$ cat src/rtl/prog_sequencer.sv
// Run controller for the fetch unit: launches programs 0..NUM_PROGS-1 back to back,
// holds the core in Init between them, measures run length and flags runaways.
module prog_sequencer #(
    parameter int unsigned NUM_PROGS   = 3,
    parameter int unsigned INIT_CYCLES = 2,
    parameter int unsigned MAX_CYCLES  = 4095
) (
    input  logic        CLK,
    input  logic        Rst_n,
    input  logic        Start,
    input  logic        Halt,
    output logic        Init,
    output logic [1:0]  ProgState,
    output logic        Busy,
    output logic        Done,
    output logic        Timeout,
    output logic        ProgDone,
    output logic [15:0] CycleCount
);

    typedef enum logic [2:0] {StIdle, StLoad, StRun, StNext, StDone} state_e;

    localparam logic [1:0]  LastIdx   = 2'(NUM_PROGS - 1);
    localparam logic [15:0] LoadLast  = 16'(INIT_CYCLES - 1);
    localparam logic [16:0] MaxCycles = 17'(MAX_CYCLES);

    state_e      state_q;
    logic [1:0]  idx_q;
    logic [15:0] load_cnt_q;
    logic [15:0] run_cnt_q;

    logic [16:0] run_plus_one;
    logic [15:0] run_inc;
    logic        halt_seen;
    logic        limit_hit;

    assign run_plus_one = {1'b0, run_cnt_q} + 17'd1;
    assign run_inc      = (run_cnt_q == 16'hFFFF) ? run_cnt_q : run_plus_one[15:0];
    // run_cnt_q == 0 is the blank cycle: Halt still reflects the core's pre-run state.
    assign halt_seen    = Halt && (run_cnt_q != 16'd0);
    assign limit_hit    = (run_plus_one == MaxCycles);

    always_ff @(posedge CLK or negedge Rst_n) begin
        if (!Rst_n) begin
            state_q    <= StIdle;
            idx_q      <= 2'd0;
            load_cnt_q <= 16'd0;
            run_cnt_q  <= 16'd0;
            Init       <= 1'b1;
            ProgState  <= 2'd0;
            Busy       <= 1'b0;
            Done       <= 1'b0;
            Timeout    <= 1'b0;
            ProgDone   <= 1'b0;
            CycleCount <= 16'd0;
        end else begin
            ProgDone <= 1'b0;
            unique case (state_q)
                StIdle, StDone: begin
                    if (Start) begin
                        idx_q      <= 2'd0;
                        load_cnt_q <= 16'd0;
                        Done       <= 1'b0;
                        Timeout    <= 1'b0;
                        CycleCount <= 16'd0;
                        Init       <= 1'b1;
                        ProgState  <= 2'd0;
                        Busy       <= 1'b1;
                        state_q    <= StLoad;
                    end
                end
                StLoad: begin
                    if (load_cnt_q == LoadLast) begin
                        Init      <= 1'b0;
                        run_cnt_q <= 16'd0;
                        state_q   <= StRun;
                    end else begin
                        load_cnt_q <= load_cnt_q + 16'd1;
                    end
                end
                StRun: begin
                    run_cnt_q <= run_inc;
                    // Halt takes priority over the limit so a program ending on the
                    // last allowed cycle still counts as a normal completion.
                    if (halt_seen) begin
                        CycleCount <= run_inc;
                        ProgDone   <= 1'b1;
                        Init       <= 1'b1;
                        state_q    <= StNext;
                    end else if (limit_hit) begin
                        Timeout   <= 1'b1;
                        Done      <= 1'b1;
                        Init      <= 1'b1;
                        ProgState <= 2'd0;
                        Busy      <= 1'b0;
                        state_q   <= StDone;
                    end
                end
                StNext: begin
                    if (idx_q == LastIdx) begin
                        Done      <= 1'b1;
                        ProgState <= 2'd0;
                        Busy      <= 1'b0;
                        state_q   <= StDone;
                    end else begin
                        idx_q      <= idx_q + 2'd1;
                        ProgState  <= idx_q + 2'd1;
                        load_cnt_q <= 16'd0;
                        state_q    <= StLoad;
                    end
                end
                default: state_q <= StIdle;
            endcase
        end
    end

endmodule
$ cat config.mk
export PLATFORM = sky130hd
export DESIGN_NAME = prog_sequencer
export DESIGN_NICKNAME = d
export VERILOG_FILES = /design/src/rtl/prog_sequencer.sv
export SDC_FILE = /design/constraint.sdc
export NUM_CORES = 1
export LEC_CHECK = 0
export ABC_CLOCK_PERIOD_IN_PS = 2200
export BUFFER_PORTS_ARGS = -buffer_cell sky130_fd_sc_hd__buf_4
export CAP_MARGIN = 20
export CORE_MARGIN = 1.5
export CORE_UTILIZATION = 55
export CTS_CLUSTER_SIZE = 24
export DETAILED_ROUTE_END_ITERATION = 6
export PLACE_DENSITY_LB_ADDON = 0.08
export SYNTH_ARGS = -nofsm -noshare
export SYNTH_HDL_FRONTEND = slang
export SYNTH_SLANG_ARGS = --single-unit
export TNS_END_PERCENT = 1
$ cat constraint.sdc
create_clock -name CLK -period 2.2 [get_ports CLK]
set_clock_uncertainty 0.05 [all_clocks]
set_input_delay 0.22 -clock CLK [delete_from_list [all_inputs] [get_ports CLK]]
set_output_delay 0.22 -clock CLK [all_outputs]
set_load 0.1 [all_outputs]
# Word level (Yosys, flattened, before mapping)
# Cells that the tools add are included.
# W data, S select, Z words.
[totals] regBits=60 output_inout_bits=23
[classes] add_sub_neg=3 n_eq_ne=17 mux=38 n_reduce_logical=19
[op_table] cell="$mux W16" count=6
[op_table] cell="$pmux W16 S2" count=2
[op_table] cell="$pmux W16 S3" count=1
[op_table] cell="$add A16 B1 Y17 const B" count=1
[op_table] cell="$eq A17 B12 Y1 const B" count=1
[op_table] cell="$add A16 B1 Y16 const B" count=1
[op_table] cell="$eq A16 B1 Y1 const B" count=1
[op_table] cell="$eq A16 B16 Y1 const B" count=1
[op_table] cell="$ne A2 B2 Y1 const B" count=8
[op_table] cell="$reduce_and A4 Y1" count=4
[op_table] cell="$reduce_bool A16 Y1" count=1
[op_table] cell="$mux W3" count=5
[op_table] cell="$mux W1" count=12
[op_table] cell="$pmux W3 S4" count=1
[op_table] cell="$mux W2" count=5
[op_table] cell="$pmux W1 S3" count=3
[op_table] cell="$reduce_and A3 Y1" count=3
[op_table] cell="$reduce_bool A3 Y1" count=3
[op_table] cell="$eq A3 B2 Y1 const B" count=2
[op_table] cell="$pmux W2 S3" count=1
[op_table] cell="$reduce_bool A2 Y1" count=3
[op_table] cell="$reduce_and A5 Y1" count=1
[op_table] cell="$pmux W2 S2" count=1
[op_table] cell="$eq A3 B1 Y1 const B" count=1
[op_table] cell="9 further kinds" count=9

# Logic depth before layout (Yosys ltp)
[depth] depth_word=5 mapped_depth=10

# Least setup slack after synthesis
# No wires, ideal clock.
[synth_path] path_type="reg2reg" from="register run_cnt_q[0]" to="register CycleCount[3]" setup_ns=0.126 t_arrival_ns=1.859 setup_slack_ns=0.165 stages_incl_launch_ff=9 path_buffers=2 path_cell_list="dfrtp_1 -> buf_2 -> inv_1 -> ha_1 -> nor4b_1 -> a41o_1 -> o21a_1 -> buf_2 -> mux2_2"
[synth_between] elab_chain_cells=4 elab_cells_between_ends=9 cone_classes="add/sub: 1; eq/ne: 2; mux: 3; reduce/logical: 3"
[synth_rtl] element="from (decl)" line_no="30" rtl="logic [15:0] run_cnt_q;"
[synth_rtl] element="from (signal assigned)" line_no="82" rtl="run_cnt_q <= run_inc;"
[synth_rtl] element="$add A16 B1 Y17 (tied with other cells)" line_no="37" rtl="assign run_plus_one = {1'b0, run_cnt_q} + 17'd1;"
[synth_rtl] element="$mux W16 / $logic_and A1 B1 Y1 (equally long branches)" line_no="38, 40"
[synth_rtl] element="$mux W16 / $ne A2 B2 Y1 (equally long branches)"
[synth_rtl] element="$pmux W16 S2 / $reduce_and A3 Y1 (equally long branches)"
[synth_rtl] element="to (signal assigned)" line_no="86" rtl="CycleCount <= run_inc;"
[synth_rtl] element="to (decl)" line_no="18" rtl="output logic [15:0] CycleCount"
# Parallel ways exist; a longest one is shown, timed or not. The select of a mux whose other input is x is not followed.
# A chain may end at the register's enable or synchronous reset.

# Worst setup path after layout
[layout_path] from="register run_cnt_q[7]" to="register Busy"
[layout_between] elab_chain_cells=4 elab_cells_between_ends=7 cone_classes="add/sub: 1; eq/ne: 3; reduce/logical: 3"
[layout_rtl] element="$add A16 B1 Y17 / $reduce_bool A16 Y1 (equally long branches)" line_no="37, 40"
[layout_rtl] element="$eq A17 B12 Y1 / $logic_and A1 B1 Y1 (equally long branches)" line_no="41, 40"
[layout_rtl] element="$ne A2 B2 Y1 (no source line)"
[layout_rtl] element="$reduce_and A5 Y1 (no source line) *"
[layout_rtl] element="to (signal assigned)" line_no="51" rtl="Busy <= 1'b0;"
[layout_rtl] element="to (signal assigned)" line_no="68" rtl="Busy <= 1'b1;"
[layout_rtl] element="to (signal assigned)" line_no="95" rtl="Busy <= 1'b0;"
[layout_rtl] element="to (decl)" line_no="14" rtl="output logic Busy,"
# Mark *: on every way between the ends. The rest lies on a longest branch, timed or not.

==> flow_summary_export.csv <==
group,metric,value,unit
sta,maxSlewViolCount,0,
yosys,ys_types,67,
clock_network,cts_tree,"built",
run,max-cap-violations,0,
outcome,status,"completed",
pwr,p_clk_share,22.9,%
global_route,grt_pass1_wl,14300,µm
global_route,grt_usage,25.4,%
final_layout,design_area,4220,µm²
sta,hold_viol,0,
worst_setup_path,critPathCaptureType,"flip-flop",
worst_setup_path,reg2reg_to,"Busy$_DFFE_PN0P_",
pwr,p_total,4.13,mW
worst_hold_path,whs_path_depth,4,
detailed_routing,routedWlPerCell,16.6,µm
detailed_routing,remaining_drc_errors,0,
pwr,p_seq_share,34.1,%
worst_hold_path,hp-class,"in2reg",
global_route,grt_max_degree,61,
pwr,internal_power,2.36,mW
yosys,synthFlopType,"dfrtp_1",
clock_network,cts_num_sinks,60,
sta,rsz0062_at_grt,"true",
worst_hold_path,hold_path_end,"idx_q[0]$_DFFE_PN0P_",
sta,fin_crit_sh,96.5,%
die,fp.coreArea,6350,µm²
final_layout,n_fill_cell,536,
placement,gp_congestion,0.842,
detailed_routing,drt_iter0_drc,181,
global_route,overflow,0,
yosys,synthTopCellsByArea,"dfrtp_1, o21ai_0, xor2_1",
final_layout,fin_nets,434,
clock_network,clockBufferDepth,2,
pwr,switching_share,42.8,%
sta,clock.fmax,0.471,GHz
worst_setup_path,r2r_slack,0.08,ns
pwr,combPwrFrac,43.0,%
die,die_y,84.0,µm
final_layout,drive_gt1_share,24.2,%
clock_network,clk_latency,0.33,ns
final_layout,syn_to_final_growth,16.8,%
yosys,syn_area_per_cell,9.42,µm²
pwr,powerDensity,980,nW/µm²
detailed_routing,via_per_inst,5.97,
worst_hold_path,hp-start,"Start",
sta,slew_headroom,49.7,%
yosys,syn-instance-count,383,
pwr,leakage,1.95,nW
clock_network,cts_made_buffers,9,
worst_setup_path,path_class,"reg2reg",
placement,portBuffers,26,
global_route,antenna_found_initial,0,
sta,tightest_slew,0.755,ns
worst_setup_path,critPathRequiredTime,2.36,ns
clock_network,clk_pin_slew_worst_paths,0.07,ns
clock_network,cts.htree.levels,3,
detailed_routing,drt_pre_antenna_iters,6,
yosys,synth_top_area_share,40.9,%
clock_network,cts_root_buf,"clkbuf_8",
worst_setup_path,r2r_start,"run_cnt_q[7]$_DFFE_PN0P_",
yosys,async_flop_share,100,%
worst_setup_path,start_kind,"flip-flop",
final_layout,antenna_cells,0,
detailed_routing,wl,8350,µm
final_layout,regArea,1510,µm²
detailed_routing,ant_nets,0,
final_layout,multi_input_comb_area,1950,µm²
die,fp.dieW,84.0,µm
die,initial_core_util,56.8,%
yosys,ys_ff_latch,60,
sta,setup_viol,0,
worst_setup_path,critPathMaxFanout,7,
yosys,synth_edf_count,0,
yosys,synth_seq_area_share,41.6,%
placement,placed_area,3950,µm²
pwr,peakVddDrop,0.967,mV
die,num_rows,29,
yosys,yosysTopAreaCell,"dfrtp_1",
die,die-area,7060,µm²
placement,dp_hpwl,5810,µm
die,top_level_ports,27,
worst_setup_path,reg2reg_depth,5,
yosys,synth_nets,395,
yosys,synth_area,3610,µm²
pwr,p_sw,1.77,mW
worst_setup_path,cp.arrival,2.29,ns
global_route,grt_pass1_vias,2841,
yosys,yosysWarningCount,0,
detailed_routing,via_count,3002,
sta,min_period,2.12,ns
## area by class of cell
cell class	count	share of cell area (%)
clock inverter	1	0.119
timing repair buffer	57	10.3
clock buffer	14	4.33
inverter	12	1.07
tap	77	2.29
multi-input combinational	282	46.2
sequential	60	35.7
## critical path, stage by stage (launching register included)
cell	delay (ns)
dfrtp_1	0.48
nand4_2	0.31
nor4_4	0.43
mux2i_2	0.32
and4_4	0.30
o21ai_0	0.10
## state kept, by name, indices dropped and copies added, names as in the netlist
name and count:
Init 1, Busy 1, ProgDone 1, Timeout 1, ProgState 2, Done 1, state_q 3, run_cnt_q 16
CycleCount 16, load_cnt_q 16, idx_q 2
## power groups by stage
stage / registers [mW] / logic [mW] / clock network [mW]
5_1_grt: 1.43 / 1.94 / 1.01
6_report: 1.41 / 1.78 / 0.948
3_5_place_dp: 1.40 / 1.72 / 0
3_3_place_gp: 1.40 / 1.70 / 0
2_1_floorplan: 1.77 / 0.923 / 0
4_1_cts: 1.39 / 1.74 / 0.959
## layer usage
metal / vias up / GRT usage, % / wire [µm]
li1: 1464 / - / -
met1: 1439 / 38.4 / 4170
met2: 87 / 37.0 / 3660
met3: 12 / 3.86 / 432
met4: 0 / 8.94 / 88
met5: - / 0 / 0
## layout by cell type, fill, tap and decap left out, types with 6 or more instances in the layout
cell / synthesis / layout
ha_1: 8 / 7
nand4_1: 9 / 9
nor2b_1: 6 / 6
nor4_1: 7 / 7
nor3_1: 8 / 8
a21oi_1: 10 / 10
o31ai_1: 9 / 9
o21ai_0: 34 / 33
nand2_1: 29 / 29
buf_4: 8 / 55
xor2_1: 16 / 16
dfrtp_1: 59 / 57
xnor2_1: 8 / 8
clkbuf_8: 0 / 13
nor2_1: 34 / 34
nand3_1: 15 / 15
inv_1: 12 / 12
## worst max path at each step
stage	to	depth (start not counted)	slack (ns)	startpoint
floorplan	CycleCount[3]$_DFFE_PN0P_	8	0.16	run_cnt_q[0]$_DFFE_PN0P_
global placement	run_cnt_q[7]$_DFFE_PN0P_	7	0.02	load_cnt_q[1]$_DFFE_PN0P_
detailed placement	load_cnt_q[12]$_DFFE_PN0P_	7	0.008	idx_q[0]$_DFFE_PN0P_
CTS	Busy$_DFFE_PN0P_	6	-0.0006	run_cnt_q[0]$_DFFE_PN0P_
global route	Busy$_DFFE_PN0P_	5	-0.02	run_cnt_q[7]$_DFFE_PN0P_
finish	Busy$_DFFE_PN0P_	5	0.08	run_cnt_q[7]$_DFFE_PN0P_
## what timing repair did
| item | in CTS | in global routing |
|---|---|---|
| buffers inserted | 0 | 1 |
| setup endpoints to repair | 10 | 40 |
| pin swaps | 0 | 5 |
| gates resized for setup | 3 | 11 |
| endpoints found under the hold margin | 59 | 0 |
| hold buffers | 1 | 0 |
## kinds of logic (layout without fill, tap and decap cells)
group	after synthesis	in the layout	synth area share (%)
buffers and inverters	41	84	5.82
multiplexers	6	6	1.77
XOR/XNOR	24	24	5.82
flip-flops	60	60	41.6
AO/OA/AOI/OAI	102	102	19.4
adder cells (fa/ha/maj)	8	8	2.77
AND/OR/NAND/NOR	142	142	22.7
## cells in the mapped netlist, types with 3 or more instances
library cell and count:
a211o_1 5, a21o_1 4, a21oi_1 10, a22o_1 5, a31oi_1 3, and4_1 3
buf_2 9, buf_4 8, clkbuf_1 10, dfrtp_1 59, ha_1 8, inv_1 12
mux2i_1 3, nand2_1 29, nand2b_1 5, nand3_1 15, nand4_1 9, nor2_1 34
nor2b_1 6, nor3_1 8, nor4_1 7, nor4_4 3, o211ai_1 3, o21a_1 3
o21ai_0 34, o31ai_1 9, or2_2 4, xnor2_1 8, xor2_1 16
## metrics by stage
stage	std cells	TNS (ns)	worst slack, ns	hold WS [ns]	utilization, %
final	503	0	0.0766	0.232	66.4
after global routing	503	-0.0214	-0.0214	0.248	66.4
after CTS	502	-0.000611	-0.000611	0.220	65.5
after detailed placement	486	0	0.00787	0.294	62.3
after global placement	486	0	0.0230	0.292	62.3
after floorplan	383	0	0.165	-0.126	-
No activity file was read; power rests on OpenSTA's default activity.
